$ cat src/rtl/fifo_rd_packer_if.sv
// -----------------------------------------------------------------------------
// fifo_rd_packer_if
// Groups the FIFO read-port handshake and the packed-word valid/ready output
// of fifo_rd_packer into one bundle.
//   master : packer side (drives rinc and the packed-word outputs)
//   slave  : environment side (drives the FIFO status/data and out_ready)
// Signals:
//   rempty    FIFO empty flag (rclk domain)
//   rdata     FIFO show-ahead read data
//   rinc      FIFO pop
//   out_data  packed word, entry 0 in the LSBs
//   out_keep  per-entry valid mask
//   out_valid word available
//   out_ready downstream accept
//   word_cnt  count of accepted words (wraps)
// -----------------------------------------------------------------------------
interface fifo_rd_packer_if #(
  parameter int DATA_WIDTH = 8,
  parameter int PACK       = 4
);
  logic                       rempty;
  logic [DATA_WIDTH-1:0]      rdata;
  logic                       rinc;
  logic [DATA_WIDTH*PACK-1:0] out_data;
  logic [PACK-1:0]            out_keep;
  logic                       out_valid;
  logic                       out_ready;
  logic [15:0]                word_cnt;

  modport master (
    input  rempty, rdata, out_ready,
    output rinc, out_data, out_keep, out_valid, word_cnt
  );

  modport slave (
    output rempty, rdata, out_ready,
    input  rinc, out_data, out_keep, out_valid, word_cnt
  );
endinterface

$ cat src/rtl/fifo_rd_packer.sv
// -----------------------------------------------------------------------------
// fifo_rd_packer
// Read-domain consumer for an async FIFO: pops entries whenever the FIFO is
// non-empty and packs PACK consecutive entries into one little-endian word
// presented on a valid/ready output.
// Ports:
//   rclk  read-domain clock (rising edge)
//   rrst  asynchronous active-high reset; also blocks rinc while high
//   bus   fifo_rd_packer_if.master (FIFO read port + packed-word output)
// Optional feature (macro FIFO_RD_PACKER_FLUSH_EN): a partial word that sees
// TIMEOUT idle cycles is flushed with unused lanes zeroed and out_keep
// marking only the filled lanes.
// -----------------------------------------------------------------------------
module fifo_rd_packer #(
  parameter int DATA_WIDTH = 8,
  parameter int PACK       = 4,
  parameter int TIMEOUT    = 16
) (
  input  logic                rclk,
  input  logic                rrst,
  fifo_rd_packer_if.master    bus
);

  localparam int IDX_W  = (PACK > 1) ? $clog2(PACK) : 1;
  localparam int WORD_W = DATA_WIDTH * PACK;
  localparam logic [IDX_W-1:0] LAST_IDX = IDX_W'(PACK - 1);
  localparam logic [IDX_W-1:0] IDX_ONE  = IDX_W'(1);
  localparam logic [IDX_W-1:0] IDX_ZERO = IDX_W'(0);

  typedef enum logic [0:0] {
    ST_FILL = 1'b0,
    ST_HOLD = 1'b1
  } state_t;

  state_t                          r_state;
  logic [IDX_W-1:0]                r_idx;
  logic [PACK-1:0][DATA_WIDTH-1:0] r_asm;
  logic [WORD_W-1:0]               r_out_data;
  logic [PACK-1:0]                 r_out_keep;
  logic                            r_out_valid;
  logic [15:0]                     r_word_cnt;

  logic                            w_accept;
  logic                            w_pop;
  logic                            w_last;
  logic [WORD_W-1:0]               w_full_word;

  assign w_accept = r_out_valid & bus.out_ready;
  // Reset gates the pop so nothing is drained while rrst is high.
  assign w_pop    = ~rrst & ~bus.rempty & ((r_state == ST_FILL) | w_accept);
  assign w_last   = w_pop & (r_idx == LAST_IDX);

  assign bus.rinc      = w_pop;
  assign bus.out_data  = r_out_data;
  assign bus.out_keep  = r_out_keep;
  assign bus.out_valid = r_out_valid;
  assign bus.word_cnt  = r_word_cnt;

  // Completed word: stored lanes, with the lane being popped taken from rdata.
  always_comb begin
    w_full_word = {WORD_W{1'b0}};
    for (int i = 0; i < PACK; i++) begin
      if (i == int'(r_idx)) begin
        w_full_word[i*DATA_WIDTH +: DATA_WIDTH] = bus.rdata;
      end else begin
        w_full_word[i*DATA_WIDTH +: DATA_WIDTH] = r_asm[i];
      end
    end
  end

`ifdef FIFO_RD_PACKER_FLUSH_EN
  logic [15:0]       r_idle;
  logic              w_timeout;
  logic [WORD_W-1:0] w_part_word;
  logic [PACK-1:0]   w_part_keep;

  // Fires on the TIMEOUT-th consecutive idle edge of a partial word.
  assign w_timeout = (r_state == ST_FILL) & (r_idx != IDX_ZERO) & ~w_pop &
                     (r_idle == 16'(TIMEOUT - 1));

  // Partial word: lanes below idx are valid, the rest (possibly stale) are zeroed.
  always_comb begin
    w_part_word = {WORD_W{1'b0}};
    w_part_keep = {PACK{1'b0}};
    for (int i = 0; i < PACK; i++) begin
      if (i < int'(r_idx)) begin
        w_part_word[i*DATA_WIDTH +: DATA_WIDTH] = r_asm[i];
        w_part_keep[i] = 1'b1;
      end else begin
        w_part_word[i*DATA_WIDTH +: DATA_WIDTH] = {DATA_WIDTH{1'b0}};
        w_part_keep[i] = 1'b0;
      end
    end
  end

  // Idle counter: counts non-pop cycles while a partial word sits in FILL.
  always_ff @(posedge rclk or posedge rrst) begin
    if (rrst) begin
      r_idle <= 16'd0;
    end else if ((r_state == ST_FILL) && (r_idx != IDX_ZERO) && !w_pop && !w_timeout) begin
      r_idle <= r_idle + 16'd1;
    end else begin
      r_idle <= 16'd0;
    end
  end
`endif

  // Packer FSM, assembly register, output word and accepted-word counter.
  always_ff @(posedge rclk or posedge rrst) begin
    if (rrst) begin
      r_state     <= ST_FILL;
      r_idx       <= IDX_ZERO;
      r_asm       <= {WORD_W{1'b0}};
      r_out_data  <= {WORD_W{1'b0}};
      r_out_keep  <= {PACK{1'b0}};
      r_out_valid <= 1'b0;
      r_word_cnt  <= 16'd0;
    end else begin
      if (w_pop) begin
        r_asm[r_idx] <= bus.rdata;
      end
      r_word_cnt <= r_word_cnt + {15'd0, w_accept};
      case (r_state)
        ST_FILL: begin
          if (w_last) begin
            r_out_data  <= w_full_word;
            r_out_keep  <= {PACK{1'b1}};
            r_out_valid <= 1'b1;
            r_idx       <= IDX_ZERO;
            r_state     <= ST_HOLD;
          end
`ifdef FIFO_RD_PACKER_FLUSH_EN
          else if (w_timeout) begin
            r_out_data  <= w_part_word;
            r_out_keep  <= w_part_keep;
            r_out_valid <= 1'b1;
            r_idx       <= IDX_ZERO;
            r_state     <= ST_HOLD;
          end
`endif
          else if (w_pop) begin
            r_idx <= r_idx + IDX_ONE;
          end else begin
            r_idx <= r_idx;
          end
        end
        ST_HOLD: begin
          // A completion in the accept cycle would win; unreachable for PACK>=2.
          if (w_last) begin
            r_out_data  <= w_full_word;
            r_out_keep  <= {PACK{1'b1}};
            r_out_valid <= 1'b1;
            r_idx       <= IDX_ZERO;
            r_state     <= ST_HOLD;
          end else if (w_accept) begin
            r_out_valid <= 1'b0;
            r_state     <= ST_FILL;
            if (w_pop) begin
              r_idx <= r_idx + IDX_ONE;
            end else begin
              r_idx <= r_idx;
            end
          end else begin
            r_state <= ST_HOLD;
          end
        end
        default: begin
          r_state <= ST_FILL;
        end
      endcase
    end
  end

endmodule
$ cat src/flat_wrapper.sv
// flat-port wrapper written by rule: the top's interface ports become plain ports
module fifo_rd_packer_flat 
#(
  parameter int DATA_WIDTH = 8,
  parameter int PACK       = 4,
  parameter int TIMEOUT    = 16
)
  (rclk, rrst, bus_rempty, bus_rdata, bus_out_ready, bus_rinc, bus_out_data, bus_out_keep, bus_out_valid, bus_word_cnt);
  fifo_rd_packer_if #(.DATA_WIDTH(DATA_WIDTH), .PACK(PACK)) bus_i ();
  input  logic rclk;
  input  logic rrst;
  input wire logic [$bits(bus_i.rempty)-1:0] bus_rempty;
  input wire logic [$bits(bus_i.rdata)-1:0] bus_rdata;
  input wire logic [$bits(bus_i.out_ready)-1:0] bus_out_ready;
  output wire logic [$bits(bus_i.rinc)-1:0] bus_rinc;
  output wire logic [$bits(bus_i.out_data)-1:0] bus_out_data;
  output wire logic [$bits(bus_i.out_keep)-1:0] bus_out_keep;
  output wire logic [$bits(bus_i.out_valid)-1:0] bus_out_valid;
  output wire logic [$bits(bus_i.word_cnt)-1:0] bus_word_cnt;
  assign bus_i.rempty = bus_rempty;
  assign bus_i.rdata = bus_rdata;
  assign bus_i.out_ready = bus_out_ready;
  assign bus_rinc = bus_i.rinc;
  assign bus_out_data = bus_i.out_data;
  assign bus_out_keep = bus_i.out_keep;
  assign bus_out_valid = bus_i.out_valid;
  assign bus_word_cnt = bus_i.word_cnt;
  fifo_rd_packer #(.DATA_WIDTH(DATA_WIDTH), .PACK(PACK), .TIMEOUT(TIMEOUT)) u_core (.rclk(rclk), .rrst(rrst), .bus(bus_i));
endmodule
$ cat config.mk
export PLATFORM = sky130hd
export DESIGN_NAME = fifo_rd_packer_flat
export DESIGN_NICKNAME = d
export VERILOG_FILES = /design/src/rtl/fifo_rd_packer_if.sv /design/src/rtl/fifo_rd_packer.sv /design/src/flat_wrapper.sv
export SDC_FILE = /design/constraint.sdc
export NUM_CORES = 1
export LEC_CHECK = 0
export BUFFER_PORTS_ARGS = -buffer_cell sky130_fd_sc_hd__buf_2
export CAP_MARGIN = 20
export CORE_UTILIZATION = 40
export CTS_CLUSTER_SIZE = 25
export DETAILED_ROUTE_END_ITERATION = 8
export SYNTH_ARGS = -nofsm -noshare
export SYNTH_HDL_FRONTEND = slang
export SYNTH_SLANG_ARGS = --single-unit
$ cat constraint.sdc
create_clock -name rclk -period 5.64 [get_ports rclk]
set_input_delay 0.846 -clock rclk [delete_from_list [all_inputs] [get_ports rclk]]
set_output_delay 0.846 -clock rclk [all_outputs]
set_load 0.005 [all_outputs]
==> impl_metrics.tcl, run 1 <==
set metrics [dict create \
    dieArea_mm2 0.00850 \
    synthDistinctLibCells 25 \
    finalCritPeriodShare 0.461 \
    syn2layout_area_growth_pct 18.3 \
    synth.avg_cell_area_um2 12.6 \
    slew_headroom 0.352 \
    multi_input_area_mm2 0.00124 \
    synth_flop_cell "dfrtp_1" \
    ant_nets 0 \
    postCtsSetupBuffers 0 \
    synth_xor_area_frac 0.0404 \
    die_h_um 92.2 \
    worstSkewPairLatency_ps 340 \
    muxShareOfSynthArea 0.185 \
    drt_iter0_drc 65 \
    syn-num-nets 275 \
    holdCritPathClass "reg -> reg" \
    rrSetupSlack_ps 3600 \
    p_int_w 0.00134 \
    p_seq_frac 0.466 \
    grt_pass1_vias 1970 \
    synth_fa_ha_area_frac 0.0192 \
    final_common_cell "dfrtp_1" \
    status "finished clean" \
    pwr_density_cell_mw_per_mm2 510 \
    clk_pin_slew_ps 80 \
    synth_simple_gate_area_frac 0.0835 \
    vdd_drop_max_v 0.000226 \
    slowest_delay_ps 490 \
    synth_compound_gate_area_share 0.0508 \
    ys_ff_latch 77 \
    cp_slowest_cell "a211oi_4" \
    drc 0 \
    vias 2125 \
    htreeDepth 3 \
    routed_wl_um 6030 \
    gp_congestion 0.677 \
    overflow 0 \
    p_comb_frac 0.323 \
    ys_async_sr_fraction 1.00 \
    num_antenna_cells 0 \
    p_clk_frac 0.211 \
    power_w 0.00196 \
    min_delay_worst_endpoint "u_core.bus.word_cnt[15]" \
    ctsRootBufferMaster "clkbuf_8" \
    postCtsHoldBufs 0 \
    crit_chain "buf_2, nand2_2, a211oi_4, buf_2" \
    grt_pass1_wl_um 10100 \
    rsz0062_at_grt "false" \
    reg2reg_depth 5 \
    r2r_end "u_core.bus.out_data[31]" \
    drv_slew 0 \
    crit_top_cell "buf_2" \
    min_from "u_core.bus.word_cnt[15]" \
    clock_skew_ps 7.72 \
    vias_per_cell 4.94 \
    critical_path_required_ps 4790 \
    cts_tree "done" \
    cts_buffer_depth 2 \
    yosysWarnings 0 \
    design.portCount 66 \
    r2r-start "u_core.r_idx[0]" \
    hold_path_depth 1 \
    synth-edff-count 0 \
    end_kind "output port" \
    postPlaceCellArea_mm2 0.00366 \
    most-common-layout-cells "dfrtp_1 (77), buf_2 (65), mux2_2 (31)" \
    leakage_nw 1.84 \
    fmax_ghz 0.385 \
    drive_above_1_share 0.366 \
    period_minus_slack_ps 2600 \
    p_sw_w 0.000620 \
    synth_top_family_by_area "multiplexers" \
    maxCapViolations 0 \
    switching_share 0.316 \
    ctsResizeCount 0 \
    start_util 0.417 \
    hold_violations 0 \
    cts_sinks 77 \
    cts_made_buffers 9 \
    core_mm2 0.00781 \
    setup_viol 0 \
    max_slew.worst_pin.slew_ps 972 \
    cp.arrival_ps 1750 \
    register_area_mm2 0.00193 \
    fillers 739 \
    fin_tns_setup_ps 0 \
    crit_path_start_kind "primary input" \
    grtUsageTotal 0.154 \
    crit_fanout 9 \
    grt_start_max_net_pins 78 \
    die_x_um 92.2 \
    design_area_mm2 0.00385 \
    criticalPathCategory "in -> out" \
    wire_per_inst_um 14.0 \
    port_buffers 65 \
    synthCells 258 \
    nets 340 \
    synth_area_mm2 0.00325 \
    rows 32 \
    drtPass1Iterations 4 \
    yosysSeqAreaShare 0.592 \
    antenna_found_initial 0 \
    hpwlAfterDp_um 3900 \
]
==> synth_stat cells (2+ instances only) <==
library cell	instances	area (µm²)
xnor2_1	10	87.6
ha_1	5	62.6
dfrtp_1	77	1930
and3_1	4	25.0
nand2_2	4	25.0
buf_1	3	11.3
nand4_1	4	25.0
buf_2	4	20.0
mux2i_1	24	240
o21ai_0	2	10.0
mux2_2	31	349
nand3_1	7	35.0
xor2_1	5	43.8
nand2_1	11	41.3
inv_1	5	18.8
a21oi_1	24	120
nor2_1	25	93.8
buf_4	6	45.0
==> worst max-delay path, delay by kind of cell <==
kind	cells	cell delay, ps
and+or+nand+nor	1	110
buffers and inverters	2	300
AOI/OAI and AO/OA	1	490
==> power by group through the flow <==
| stage | sequential, W | combinational (W) | clock [W] |
|---|---|---|---|
| 3_3_place_gp | 0.000924 | 0.000632 | 0 |
| 6_report | 0.000915 | 0.000635 | 0.000414 |
| 5_1_grt | 0.000949 | 0.000713 | 0.000446 |
| 2_1_floorplan | 0.000924 | 0.000417 | 0 |
| 3_5_place_dp | 0.000931 | 0.000642 | 0 |
| 4_1_cts | 0.000920 | 0.000645 | 0.000425 |
==> layer usage <==
| metal | up-vias | wire length [µm] | GRT usage |
|---|---|---|---|
| met5 | - | 0 | 0 |
| met4 | 0 | 82 | 0.0625 |
| met3 | 9 | 306 | 0.0340 |
| met2 | 57 | 2660 | 0.227 |
| met1 | 1040 | 2980 | 0.219 |
| li1 | 1019 | - | - |
==> registers in the layout, summed over array words and instances (netlist names) <==
signal,count
u_core.bus.out_data,32
u_core.r_asm,24
u_core.bus.word_cnt,16
u_core.r_idx,2
u_core.bus.out_keep,1
u_core.bus.out_valid,1
u_core.r_state,1
==> worst max-delay path by stage <==
| stage | from | end | slack (ps) |
|---|---|---|---|
| floorplan | rrst | u_core.bus.out_data[0] | 2830 |
| global placement | bus_out_ready | bus_rinc | 3090 |
| detailed placement | bus_out_ready | bus_rinc | 3050 |
| CTS | bus_out_ready | bus_rinc | 3050 |
| global route | bus_out_ready | bus_rinc | 2980 |
| finish | bus_out_ready | bus_rinc | 3040 |
==> cells by family after synthesis <==
family | after synthesis
flops | 77
simple gates | 59
mux | 56
compound gates | 28
buf+inv | 18
xor+xnor | 15
fa+ha+maj | 5
==> through the flow <==
| step | cells | worst slack [ps] | util | hold WS, ps |
|---|---|---|---|---|
| CTS | 430 | 3050 | 0.493 | 476 |
| floorplan | 258 | 2830 | - | 464 |
| global placement | 414 | 3090 | 0.468 | 457 |
| finish | 430 | 3040 | 0.493 | 470 |
| detailed placement | 414 | 3050 | 0.468 | 461 |
| global route | 430 | 2980 | 0.493 | 506 |
==> area by class of cell <==
class	instances	area share
repair buffers	67	0.0884
well taps	102	0.0331
clock buffers	12	0.0377
flip-flops and latches	77	0.500
inverters	5	0.00487
multi-input cells	163	0.323
clock inverters	4	0.0123
No activity file was read; power rests on OpenSTA's default activity.
==> inputs of run 2 (changes only) <==
- clock period: 5.64 -> 2.5 ns (I/O delays scaled with it)
==> run 2 against run 1 <==
Net effect: global-route usage down 0.077 points; routed wire length fell by 1.9%; combinational power increased by 130%; power increased by 130%; register-to-register slack got worse by 2900 ps; critical path depth fell by 1; worst hold slack got worse by 450 ps; die area unchanged.
==> impl_metrics.tcl, run 2 (synthesis gave the netlist of run 1 again) <==
set metrics [dict create \
    overflow 0 \
    r2r_end "u_core.bus.out_data[31]" \
    drt_iter0_drc 27 \
    slew_headroom 0.558 \
    cp.arrival_ps 1540 \
    rows 32 \
    r2r-start "u_core.r_idx[1]" \
    syn2layout_area_growth_pct 19.8 \
    core_mm2 0.00781 \
    ant_nets 0 \
    cts_made_buffers 9 \
    grt_pass1_wl_um 9890 \
    htreeDepth 3 \
    postCtsHoldBufs 0 \
    grt_start_max_net_pins 58 \
    vias 2100 \
    cts_buffer_depth 2 \
    die_h_um 92.2 \
    cts_sinks 77 \
    worstSkewPairLatency_ps 340 \
    clk_pin_slew_ps 80 \
    routed_wl_um 5910 \
    clock_skew_ps 8.11 \
    port_buffers 65 \
    pwr_density_cell_mw_per_mm2 1140 \
    critical_path_required_ps 2120 \
    grtUsageTotal 0.153 \
    reg2reg_depth 5 \
    period_minus_slack_ps 1920 \
    final_common_cell "dfrtp_1" \
    setup_viol 0 \
    postCtsSetupBuffers 0 \
    maxCapViolations 0 \
    most-common-layout-cells "dfrtp_1 (77), buf_2 (65), mux2_2 (31)" \
    holdCritPathClass "in -> async" \
    rrSetupSlack_ps 720 \
    crit_start "u_core.bus.out_valid" \
    gp_congestion 0.702 \
    fin_tns_setup_ps 0 \
    drive_above_1_share 0.378 \
    ctsRootBufferMaster "clkbuf_8" \
    hold_violations 0 \
    max_slew.worst_pin.slew_ps 658 \
    fin_util 0.499 \
    criticalPathCategory "reg -> out" \
    cp-endpoint "bus_rinc" \
    crit_chain "nand2_2, a211oi_4, buf_2" \
    slowest_delay_ps 470 \
    design.portCount 66 \
    num_antenna_cells 0 \
    drv_slew 0 \
    antenna_found_initial 0 \
    ctsResizeCount 0 \
    die_x_um 92.2 \
    grt_pass1_vias 1990 \
    wire_per_inst_um 13.7 \
    cts_tree "done" \
    drtPass1Iterations 4 \
    leakage_nw 1.87 \
    drc 0 \
    nets 344 \
    start_util 0.417 \
    fmax_ghz 0.521 \
    crit_fanout 9 \
    hpwlAfterDp_um 4170 \
    crit_path_start_kind "flop" \
    cp_slowest_cell "a211oi_4" \
    vias_per_cell 4.85 \
    largest_reg_flops 32 \
    vdd_drop_max_v 0.000444 \
    status "finished clean" \
    rsz0062_at_grt "false" \
    dieArea_mm2 0.00850 \
    finalCritPeriodShare 0.767 \
    end_kind "output port" \
]
-- run 2: changes by cell type in the layout (fill, tap and decap cells not counted), sizes merged --
cell / change
clkbuf: -1
buf: +4
-- run 2: layout make-up --
| class | instances | area (µm²) |
|---|---|---|
| Timing Repair Buffer | 71 | 383 |
| Fill cell | 755 | 3910 |
| Tap cell | 102 | 128 |
| Multi-Input combinational cell | 163 | 1240 |
| Clock inverter | 4 | 47.5 |
| Inverter | 5 | 18.8 |
| Clock buffer | 11 | 151 |
| Sequential cell | 77 | 1930 |
-- run 2: worst min path at each step --
stage               slack (ps)  cells after the start        startpoint                      to
floorplan                  460                      1  u_core.r_asm[20]        u_core.r_asm[20]
global placement           380                      2              rrst    u_core.bus.out_valid
detailed placement         390                      2              rrst    u_core.bus.out_valid
CTS                         20                      2              rrst         u_core.r_asm[2]
global route                30                      2              rrst  u_core.bus.out_data[2]
finish                      20                      2              rrst  u_core.bus.out_data[2]
-- run 2: critical path, delay by kind of cell, from the launching register on --
| kind | cells | cell delay, ps |
|---|---|---|
| buf+inv | 1 | 200 |
| flops | 1 | 400 |
| compound gates | 1 | 470 |
| simple gates | 1 | 140 |
-- run 2: power by group --
part           switching [W]  total (W)  leakage, nW  internal, W
registers           0.000289    0.00206        0.943      0.00177
logic               0.000668    0.00146        0.825     0.000790
clock network       0.000429   0.000936        0.101     0.000507
-- run 2: routing by layer --
layer | track usage | wire length [µm] | vias up
met2 | 0.231 | 2650 | 51
met5 | 0 | 0 | -
met4 | 0.0469 | 67 | 0
li1 | - | - | 1027
met1 | 0.207 | 2860 | 1015
met3 | 0.0547 | 340 | 7
-- run 2: per-stage QoR --
stage	cell area (µm²)	cells	hold slack (ps)	setup WS, ps	power, W
after CTS	3900	433	20.4	547	0.00453
final	3900	433	23.3	582	0.00445
after global placement	3700	418	380	701	0.00354
after detailed placement	3700	418	389	687	0.00358
after floorplan	3250	258	464	158	0.00303
after global routing	3900	433	26.8	459	0.00479
